## src/rtl/mem_port_arbiter.sv

```systemverilog
// Purpose : round-robin share of one burst memory port between m0 (I-cache) and m1 (D-cache).
// Latency : 1 arbitration cycle, then the memory's own timing is passed straight through.
// Backpres: the granted master sees mem_waitrequest; the other master is held at waitrequest=1.
//
// Ports:
//   clock / reset                        system clock, synchronous active-high reset
//   mN_addr/burst_len/rd/wr/wr_data      master N burst request (N = 0, 1)
//   mN_rd_data/rd_valid/waitrequest      master N response; rd_data is shared
//   mem_*                                memory side of the shared port
//   stat_grants0/1                       completed transactions per master
module mem_port_arbiter #(
    parameter int ADDR_WIDTH     = 32,
    parameter int DATA_WIDTH     = 32,
    parameter int BURSTLEN_WIDTH = 2
) (
    input  logic                      clock,
    input  logic                      reset,
    input  logic [ADDR_WIDTH-1:0]     m0_addr,
    input  logic [BURSTLEN_WIDTH-1:0] m0_burst_len,
    input  logic                      m0_rd,
    input  logic                      m0_wr,
    input  logic [DATA_WIDTH-1:0]     m0_wr_data,
    output logic [DATA_WIDTH-1:0]     m0_rd_data,
    output logic                      m0_rd_valid,
    output logic                      m0_waitrequest,
    input  logic [ADDR_WIDTH-1:0]     m1_addr,
    input  logic [BURSTLEN_WIDTH-1:0] m1_burst_len,
    input  logic                      m1_rd,
    input  logic                      m1_wr,
    input  logic [DATA_WIDTH-1:0]     m1_wr_data,
    output logic [DATA_WIDTH-1:0]     m1_rd_data,
    output logic                      m1_rd_valid,
    output logic                      m1_waitrequest,
    output logic [ADDR_WIDTH-1:0]     mem_addr,
    output logic [BURSTLEN_WIDTH-1:0] mem_burst_len,
    output logic                      mem_rd,
    output logic                      mem_wr,
    output logic [DATA_WIDTH-1:0]     mem_wr_data,
    input  logic [DATA_WIDTH-1:0]     mem_rd_data,
    input  logic                      mem_rd_valid,
    input  logic                      mem_waitrequest,
    output logic [31:0]               stat_grants0,
    output logic [31:0]               stat_grants1
);

    typedef enum logic [1:0] {
        IDLE     = 2'd0,
        WR_BURST = 2'd1,
        RD_WAIT  = 2'd2
    } state_t;

    state_t                    state_q, state_d;
    logic                      grant_q, grant_d;
    logic                      prio_q, prio_d;
    logic                      cmd_done_q, cmd_done_d;
    logic [BURSTLEN_WIDTH-1:0] cnt_q, cnt_d;
    logic [BURSTLEN_WIDTH-1:0] len_q, len_d;
    logic [31:0]               stat0_q, stat0_d;
    logic [31:0]               stat1_q, stat1_d;

    // Signals of whichever master currently holds the grant.
    logic                      g_rd;
    logic                      g_wr;
    logic                      g_wait;
    logic                      req0;
    logic                      req1;
    logic                      arb_gnt;
    logic                      last_beat;

    assign g_rd      = grant_q ? m1_rd : m0_rd;
    assign g_wr      = grant_q ? m1_wr : m0_wr;
    assign req0      = m0_rd | m0_wr;
    assign req1      = m1_rd | m1_wr;
    // Tie goes to prio; otherwise the sole requester (m0 if nobody, unused then).
    assign arb_gnt   = (req0 && req1) ? prio_q : req1;
    assign last_beat = (cnt_q == len_q);

    assign m0_rd_data    = mem_rd_data;
    assign m1_rd_data    = mem_rd_data;
    assign stat_grants0  = stat0_q;
    assign stat_grants1  = stat1_q;
    assign mem_addr      = grant_q ? m1_addr      : m0_addr;
    assign mem_burst_len = grant_q ? m1_burst_len : m0_burst_len;
    assign mem_wr_data   = grant_q ? m1_wr_data   : m0_wr_data;

    // Port-side outputs. mem_rd/mem_wr depend only on state and master
    // inputs, never on mem_waitrequest.
    always_comb begin
        mem_rd      = 1'b0;
        mem_wr      = 1'b0;
        g_wait      = 1'b1;
        m0_rd_valid = 1'b0;
        m1_rd_valid = 1'b0;
        case (state_q)
            WR_BURST: begin
                mem_wr = g_wr;
                g_wait = mem_waitrequest;
            end
            RD_WAIT: begin
                // Once the command is taken the master is held off so it
                // cannot issue a second command into this burst.
                mem_rd      = g_rd & ~cmd_done_q;
                g_wait      = cmd_done_q | mem_waitrequest;
                m0_rd_valid = mem_rd_valid & ~grant_q;
                m1_rd_valid = mem_rd_valid &  grant_q;
            end
            default: ;
        endcase
        m0_waitrequest = grant_q ? 1'b1 : g_wait;
        m1_waitrequest = grant_q ? g_wait : 1'b1;
    end

    always_comb begin
        state_d    = state_q;
        grant_d    = grant_q;
        prio_d     = prio_q;
        cmd_done_d = cmd_done_q;
        cnt_d      = cnt_q;
        len_d      = len_q;
        stat0_d    = stat0_q;
        stat1_d    = stat1_q;
        case (state_q)
            IDLE: begin
                if (req0 || req1) begin
                    grant_d    = arb_gnt;
                    len_d      = arb_gnt ? m1_burst_len : m0_burst_len;
                    cnt_d      = '0;
                    cmd_done_d = 1'b0;
                    // rd+wr together from one master is resolved as a write.
                    state_d    = (arb_gnt ? m1_wr : m0_wr) ? WR_BURST : RD_WAIT;
                end
            end
            WR_BURST: begin
                if (mem_wr && !mem_waitrequest) begin
                    if (last_beat) begin
                        state_d = IDLE;
                        prio_d  = ~grant_q;
                        cnt_d   = '0;
                        if (grant_q) stat1_d = stat1_q + 32'd1;
                        else         stat0_d = stat0_q + 32'd1;
                    end else begin
                        cnt_d = cnt_q + 1'b1;
                    end
                end
            end
            RD_WAIT: begin
                if (mem_rd && !mem_waitrequest) cmd_done_d = 1'b1;
                if (mem_rd_valid) begin
                    if (last_beat) begin
                        state_d = IDLE;
                        prio_d  = ~grant_q;
                        cnt_d   = '0;
                        if (grant_q) stat1_d = stat1_q + 32'd1;
                        else         stat0_d = stat0_q + 32'd1;
                    end else begin
                        cnt_d = cnt_q + 1'b1;
                    end
                end
            end
            default: state_d = IDLE;
        endcase
    end

    always_ff @(posedge clock) begin
        if (reset) begin
            state_q    <= IDLE;
            grant_q    <= 1'b0;
            prio_q     <= 1'b0;
            cmd_done_q <= 1'b0;
            cnt_q      <= '0;
            len_q      <= '0;
            stat0_q    <= '0;
            stat1_q    <= '0;
        end else begin
            state_q    <= state_d;
            grant_q    <= grant_d;
            prio_q     <= prio_d;
            cmd_done_q <= cmd_done_d;
            cnt_q      <= cnt_d;
            len_q      <= len_d;
            stat0_q    <= stat0_d;
            stat1_q    <= stat1_d;
        end
    end

endmodule

```

## config.mk

```make
export PLATFORM = sky130hd
export DESIGN_NAME = mem_port_arbiter
export DESIGN_NICKNAME = d
export VERILOG_FILES = /design/src/rtl/mem_port_arbiter.sv
export SDC_FILE = /design/constraint.sdc
export NUM_CORES = 1
export LEC_CHECK = 0
export CAP_MARGIN = 40
export CORE_AREA = 2 2 143 145
export CTS_CLUSTER_SIZE = 8
export DETAILED_ROUTE_END_ITERATION = 10
export DIE_AREA = 0 0 145 147
export DONT_BUFFER_PORTS = 1
export PLACE_DENSITY = 0.42
export SYNTH_ARGS = -nofsm -noshare
export SYNTH_HDL_FRONTEND = slang
export SYNTH_SLANG_ARGS = --single-unit
```

## constraint.sdc

```tcl
create_clock -name clock -period 5.4 [get_ports clock]
set_input_delay 0.54 -clock clock [delete_from_list [all_inputs] [get_ports clock]]
set_output_delay 0.54 -clock clock [all_outputs]
set_load 0.01 [all_outputs]
```

==> out/metrics.cfg, run 1 <==
[die]
die_w_um=145
io_pins=372
fp-row-count=52
die_y_um=147
die_area_mm2=0.02132
start_util=0.2553
coreArea_mm2=0.01984

[yosys]
synth.distinct_cells=43
synth_top_cell_by_area=dfxtp_1
synth_top_area_share=0.2885
yosysWarnings=0
synth_area_mm2=0.005066
ys_seq_area_frac=0.2885
avgSynthCellArea_um2=8.305
ys_seq_elements=73
synthArstFlopShare=0
synth_area_leaders=dfxtp_1 (29%), mux2_2 (16%), buf_4 (9.5%), nor2_1 (4.1%), xnor2_1 (3.8%)
syn_nets=788
synth_cells=610
synth-main-ff-cell=dfxtp_1
synth_edf_count=0

[timing]
fin_crit_ps=2750
max_freq_mhz=363.6
setup_viol=0
fin_skew_ps=11.17
tns_ps=0
hold_viol=0
drv_slew=0
setup_ws_ps=2650
rsz0062_at_grt=no
worst_pin_slew_ps=810.3
slew-limit-headroom=0.4578
period_share=0.5093
hold_slack_ps=277.9

[setup_path]
cp_max_fo=11
arrival_ps=2980
critPathTopFamily=simple AND/OR/NAND/NOR gates
end_kind=register
crit_type=reg2reg
worst-endpoint-required_ps=5630
start_kind=register
crit_buf_inv=1
slowest_stage=nor4b_1
path_cells=inv_1 > ha_1 > nand2b_1 > nand4_1 > nor4b_1 > nand3_1 > mux2_2
slowest_delay_ps=750

[finish]
layout.cells.non_filler=813
final_layout_size_suffix_gt1_frac=0.1766
fill_cells=2139
design_area_mm2=0.005151
layout.nets=711
final_util=0.2596
syn2layout_area_growth_pct=1.679

[global_route]
grt_pass1_wl_um=27930
grt_use_total=0.1785
gr-total-overflow=0
grt_max_degree=81
grt_pass1_vias=4091
grt_antenna_before_repair=9

[placed_design]
dpl_cell_area_mm2=0.004815
pre_cts_slack_ps=2648
dp_hpwl_um=16150
place.gp.congestion=0.8782
io_buffers=0
dp_cells=791

[run_status]
status=finished clean

[clock_network]
htreeDepth=3
cts_num_sinks=73
cts_resized=0
hold_buffers=0
clock_latency_ps=340
cts_setup_buffers=0
cts_buffers=9
cts_buffer_depth=2
cts_tree=done
root_buffer=clkbuf_16
path_clk_slew_ps=60

[power]
ir_drop_v=0.0001485
p_clk_frac=0.336
pwr_density_cell_mw_per_mm2=351.3
comb_power_share=0.333
p_int_mw=1.154
p_total_mw=1.810
p_leak_nw=1.518
seqPwrFrac=0.331
switchingPower_mw=0.6558
switching_share=0.3624

[run]
max_cap_violations=0

[min_path]
hold_path_class=in2reg

[detailed_routing]
wl_per_cell_um=24.27
vias=4261
ant_nets=0
drt_pass1_iterations=4
wl_um=19740
vias_per_cell=5.241
post-route-drc-count=0
drtIter0Drc=276

layout by cell type, fill, tap and decap left out, types with 2 or more instances in the layout:
master / instances
or4_1: 6
nand4b_1: 2
and4_1: 6
nand2b_1: 6
clkbuf_16: 9
xnor2_1: 22
or3_1: 26
nand3_1: 26
and3_1: 5
nor4b_1: 2
nor4_1: 16
or2_2: 2
o41ai_1: 2
a21oi_1: 38
a211oi_1: 2
mux2i_1: 7
o21ai_0: 30
inv_1: 16
nand2_1: 28
nand3b_1: 3
ha_1: 6
nand4_1: 24
and2_1: 3
mux2_2: 70
diode_2: 5
o31ai_1: 7
clkinv_2: 3
nor3_1: 11
o22ai_1: 2
nor2b_1: 7
nor2_1: 55
dfxtp_1: 72
xor2_1: 9
cell usage after synthesis, drive strengths merged (2+ instances only):
master	n
dfxtp	73
mux2	70
buf	69
nor2	55
a21oi	38
o21ai	30
nand2	28
or3	27
nand3	26
nand4	25
xnor2	22
clkbuf	20
nor4	18
inv	16
nor3	11
xor2	9
mux2i	7
nor2b	7
o31ai	7
or4	7
and4	6
ha	6
nand2b	6
and3	5
and2	3
nand3b	3
or2	3
a211oi	2
nand4b	2
nor4b	2
o22ai	2
o41ai	2
routing by layer:
layer	wire, um	part of all wire	global-route usage	vias to the layer above
li1	-	-	-	1996
met1	7533	0.38	0.1984	2021
met2	9551	0.48	0.2969	224
met3	2394	0.12	0.09472	18
met4	240	0.012	0.05297	2
met5	16	0.00081	0	-
power groups by stage:
stage | Clock [mW] | Sequential [mW] | Combinational [mW]
floorplan | 0 | 0.596 | 0.523
global route | 0.644 | 0.603 | 0.644
finish | 0.607 | 0.599 | 0.603
global placement | 0 | 0.652 | 0.537
detailed placement | 0 | 0.657 | 0.544
CTS | 0.623 | 0.645 | 0.549
worst paths after layout:
| check | start | to | slack, ps | depth (start not counted) |
|---|---|---|---|---|
| max | state_q[0]$_SDFFE_PP0P_ | stat_grants1[26]$_SDFFE_PP0P_ | 2650 | 7 |
| min reg2reg | cmd_done_q$_SDFFE_PP0P_ | cmd_done_q$_SDFFE_PP0P_ | 500 | 2 |
| max reg2reg | state_q[0]$_SDFFE_PP0P_ | stat_grants1[26]$_SDFFE_PP0P_ | 2650 | 7 |
| min | reset | stat_grants1[24]$_SDFFE_PP0P_ | 280 | 1 |
area by class of cell:
cell class / count / area [um^2] / area share
Clock inverter: 5 / 53.80 / 0.01044
Inverter: 16 / 60.06 / 0.01166
Antenna cell: 5 / 12.51 / 0.002429
Tap cell: 270 / 337.8 / 0.06558
Clock buffer: 11 / 242.7 / 0.04712
Sequential cell: 73 / 1465 / 0.2844
Multi-Input combinational cell: 432 / 2952 / 0.5730
Timing Repair Buffer: 1 / 27.53 / 0.005344
worst reg2reg max path, cell delays in order, from the launching register on:
cell and delay [ps]:
dfxtp_1 380, inv_1 80, ha_1 320, nand2b_1 180, nand4_1 440, nor4b_1 750, nand3_1 200, mux2_2 310
state kept, by name (all words and copies together) (netlist names):
register      flops
cmd_done_q        1
cnt_q             2
grant_q           1
len_q             2
prio_q            1
stat_grants0     32
stat_grants1     32
state_q           2
kinds of logic (layout without fill, tap and decap cells):
kind of cell | count (synthesis) | count (layout) | share of synthesized area
AND/OR/NAND/NOR | 236 | 236 | 0.2566
buffers and inverters | 105 | 33 | 0.1289
AO/OA/AOI/OAI | 82 | 82 | 0.08817
multiplexers | 77 | 77 | 0.1694
flip-flops | 73 | 73 | 0.2885
XOR/XNOR | 31 | 31 | 0.05359
adder cells (fa/ha/maj) | 6 | 6 | 0.01482
other | 0 | 5 | 0
Note: power is estimated with default switching activity, not from simulation.
==> inputs of run 2 (changes only) <==
Clock period 5.4 ns to 2.6 ns, I/O delays scaled along.
==> out/metrics.cfg, run 2 (synthesis gave the netlist of run 1 again) <==
[run_status]
status=finished clean

[clock_network]
path_clk_slew_ps=60  ; about the same
cts_tree=done
cts_buffer_depth=2  ; unchanged
cts_buffers=9  ; unchanged
cts_num_sinks=73  ; unchanged
clock_latency_ps=340  ; about the same
root_buffer=clkbuf_16
htreeDepth=3  ; unchanged

[timing]
max_freq_mhz=417.5  ; +15%
fin_skew_ps=9.539  ; -1.627 ps
tns_ps=0  ; unchanged
period_share=0.9212  ; +0.4119
drv_slew=0  ; unchanged
hold_slack_ps=31.13  ; -246.7 ps
setup_viol=0  ; unchanged
worst_pin_slew_ps=715.1  ; -95.24 ps
hold_viol=0  ; unchanged
slew-limit-headroom=0.5189  ; +0.06109
rsz0062_at_grt=no
fin_crit_ps=2395  ; -354.9 ps

[detailed_routing]
route.met2.wl_um=9632  ; +0.85%
wl_met1_um=7275  ; -3.4%
post-route-drc-count=0  ; unchanged
wl_per_cell_um=23.92  ; -1.5%
vias_per_cell=5.175  ; -1.3%
top_layer_used=met5
route.met3.wl_um=2710  ; +13%
vias=4311  ; +1.2%
drt_pass1_iterations=6  ; +2
wl_um=19920  ; +0.95%
drtIter0Drc=253  ; -8.3%
ant_nets=0  ; unchanged

[die]
io_pins=372  ; unchanged
die_w_um=145  ; unchanged
coreArea_mm2=0.01984  ; unchanged
fp-row-count=52  ; unchanged
start_util=0.2553  ; unchanged
die_y_um=147  ; unchanged
die_area_mm2=0.02132  ; unchanged

[setup_path]
arrival_ps=2660  ; -320 ps
r2r-start=state_q[1]$_SDFFE_PP0P_
slowest_stage=or4_1
end_kind=register
cp_max_fo=9  ; -2
crit_end=stat_grants0[22]$_SDFFE_PP0P_
crit_buf_inv=2  ; +1
crit_start=state_q[1]$_SDFFE_PP0P_
reg2reg_depth=8  ; +1
worstSetupPathDepth=8  ; +1
rr_endpoint=stat_grants0[22]$_SDFFE_PP0P_
slowest_delay_ps=470  ; -280 ps
worst-endpoint-required_ps=2870  ; -2760 ps
critPathTopFamily=simple AND/OR/NAND/NOR gates
crit_type=reg2reg
path_cells=inv_1 > ha_1 > and2_1 > nor4_4 > buf_4 > nand4_1 > or4_1 > a21oi_1
start_kind=register
reg2reg_slack_ps=200  ; -2450 ps

[finish]
final_layout_size_suffix_gt1_frac=0.2079  ; +0.03131
final_cell_mix=dfxtp_1 (72), mux2_2 (70), nor2_1 (55)
layout_commonest_cell=dfxtp_1
syn2layout_area_growth_pct=5.433
fill_cells=2125  ; -0.65%
layout.nets=731  ; +2.8%

[global_route]
grt_max_degree=65  ; -20%
grt_pass1_wl_um=28390  ; +1.6%
gr-total-overflow=0  ; unchanged
grt_antenna_before_repair=9  ; unchanged
grt_pass1_vias=4082  ; -0.22%
grt_use_total=0.1798  ; +0.001315

[placed_design]
dp_hpwl_um=16200  ; +0.30%
io_buffers=0  ; unchanged
place.gp.congestion=0.8697  ; -0.97%

[power]
ir_drop_v=0.0002905  ; +96%
pwr_density_cell_mw_per_mm2=730.1  ; +110%
p_leak_nw=1.626  ; +7.1%

[run]
max_cap_violations=0  ; unchanged

[min_path]
hold_path_class=in2reg

==> run 2: changes by cell type in the layout (fill, tap and decap cells not counted), sizes merged <==
| cell | change |
|---|---|
| inv | -1 |
| clkbuf | -2 |
| buf | +19 |
| clkinv | +1 |
| dlygate4sd3 | +1 |
| bufinv | +1 |
| clkinvlp | +1 |
==> run 2: layout make-up <==
class | count | area [um^2] | share of cell area
multi-input combinational | 432 | 2965 | 0.5552
sequential | 73 | 1465 | 0.2743
tap | 270 | 337.8 | 0.06325
clock buffer | 9 | 225.2 | 0.04216
timing repair buffer | 21 | 180.2 | 0.03373
clock inverter | 7 | 95.09 | 0.01780
inverter | 16 | 60.06 | 0.01124
antenna | 5 | 12.51 | 0.002342
==> run 2: through the flow <==
stage / power (mW) / instance area, um^2 / std cells / setup slack [ps] / utilization
finish: 3.900 / 5341 / 833 / 205.0 / 0.2692
global placement: 2.520 / 4950 / 809 / 220.5 / 0.2494
floorplan: 2.325 / 5066 / 610 / 371.5 / -
global route: 4.093 / 5331 / 829 / 23.14 / 0.2687
detailed placement: 2.542 / 4950 / 809 / 120.2 / 0.2494
CTS: 3.937 / 5308 / 827 / 101.1 / 0.2675
==> run 2: routing by layer <==
layer | vias up | track usage
li1 | 2019 | -
met1 | 2013 | 0.1963
met2 | 242 | 0.3031
met3 | 27 | 0.09938
met4 | 10 | 0.04802
met5 | - | 0
==> run 2: how the worst min path moves through the flow <==
stage / startpoint / to / slack (ps) / cells past startpoint
finish: reset / cnt_q[1]$_SDFFE_PP0P_ / 30 / 1
global route: reset / cnt_q[1]$_SDFFE_PP0P_ / 20 / 1
CTS: reset / cnt_q[1]$_SDFFE_PP0P_ / 20 / 1
detailed placement: reset / stat_grants1[15]$_SDFFE_PP0P_ / 340 / 1
global placement: reset / stat_grants1[29]$_SDFFE_PP0P_ / 340 / 1
floorplan: mem_waitrequest / cmd_done_q$_SDFFE_PP0P_ / 440 / 2
==> run 2: timing repair <==
| action | in CTS | in global routing |
|---|---|---|
| hold buffers | 2 | 0 |
| endpoints found under the hold margin | 64 | 0 |
| buffers inserted | 0 | 1 |
| setup endpoints to repair | 0 | 9 |
| gates resized for setup | 0 | 2 |
==> run 2: worst reg2reg max path: stages, from the launching register on <==
cell and delay, ps:
dfxtp_1 360, inv_1 90, ha_1 270, and2_1 270
nor4_4 330, buf_4 210, nand4_1 200, or4_1 470
a21oi_1 140
==> run 2: power breakdown <==
group	internal [mW]	switching, mW
Combinational	0.489	0.810
Sequential	1.17	0.0749
Clock	0.840	0.515
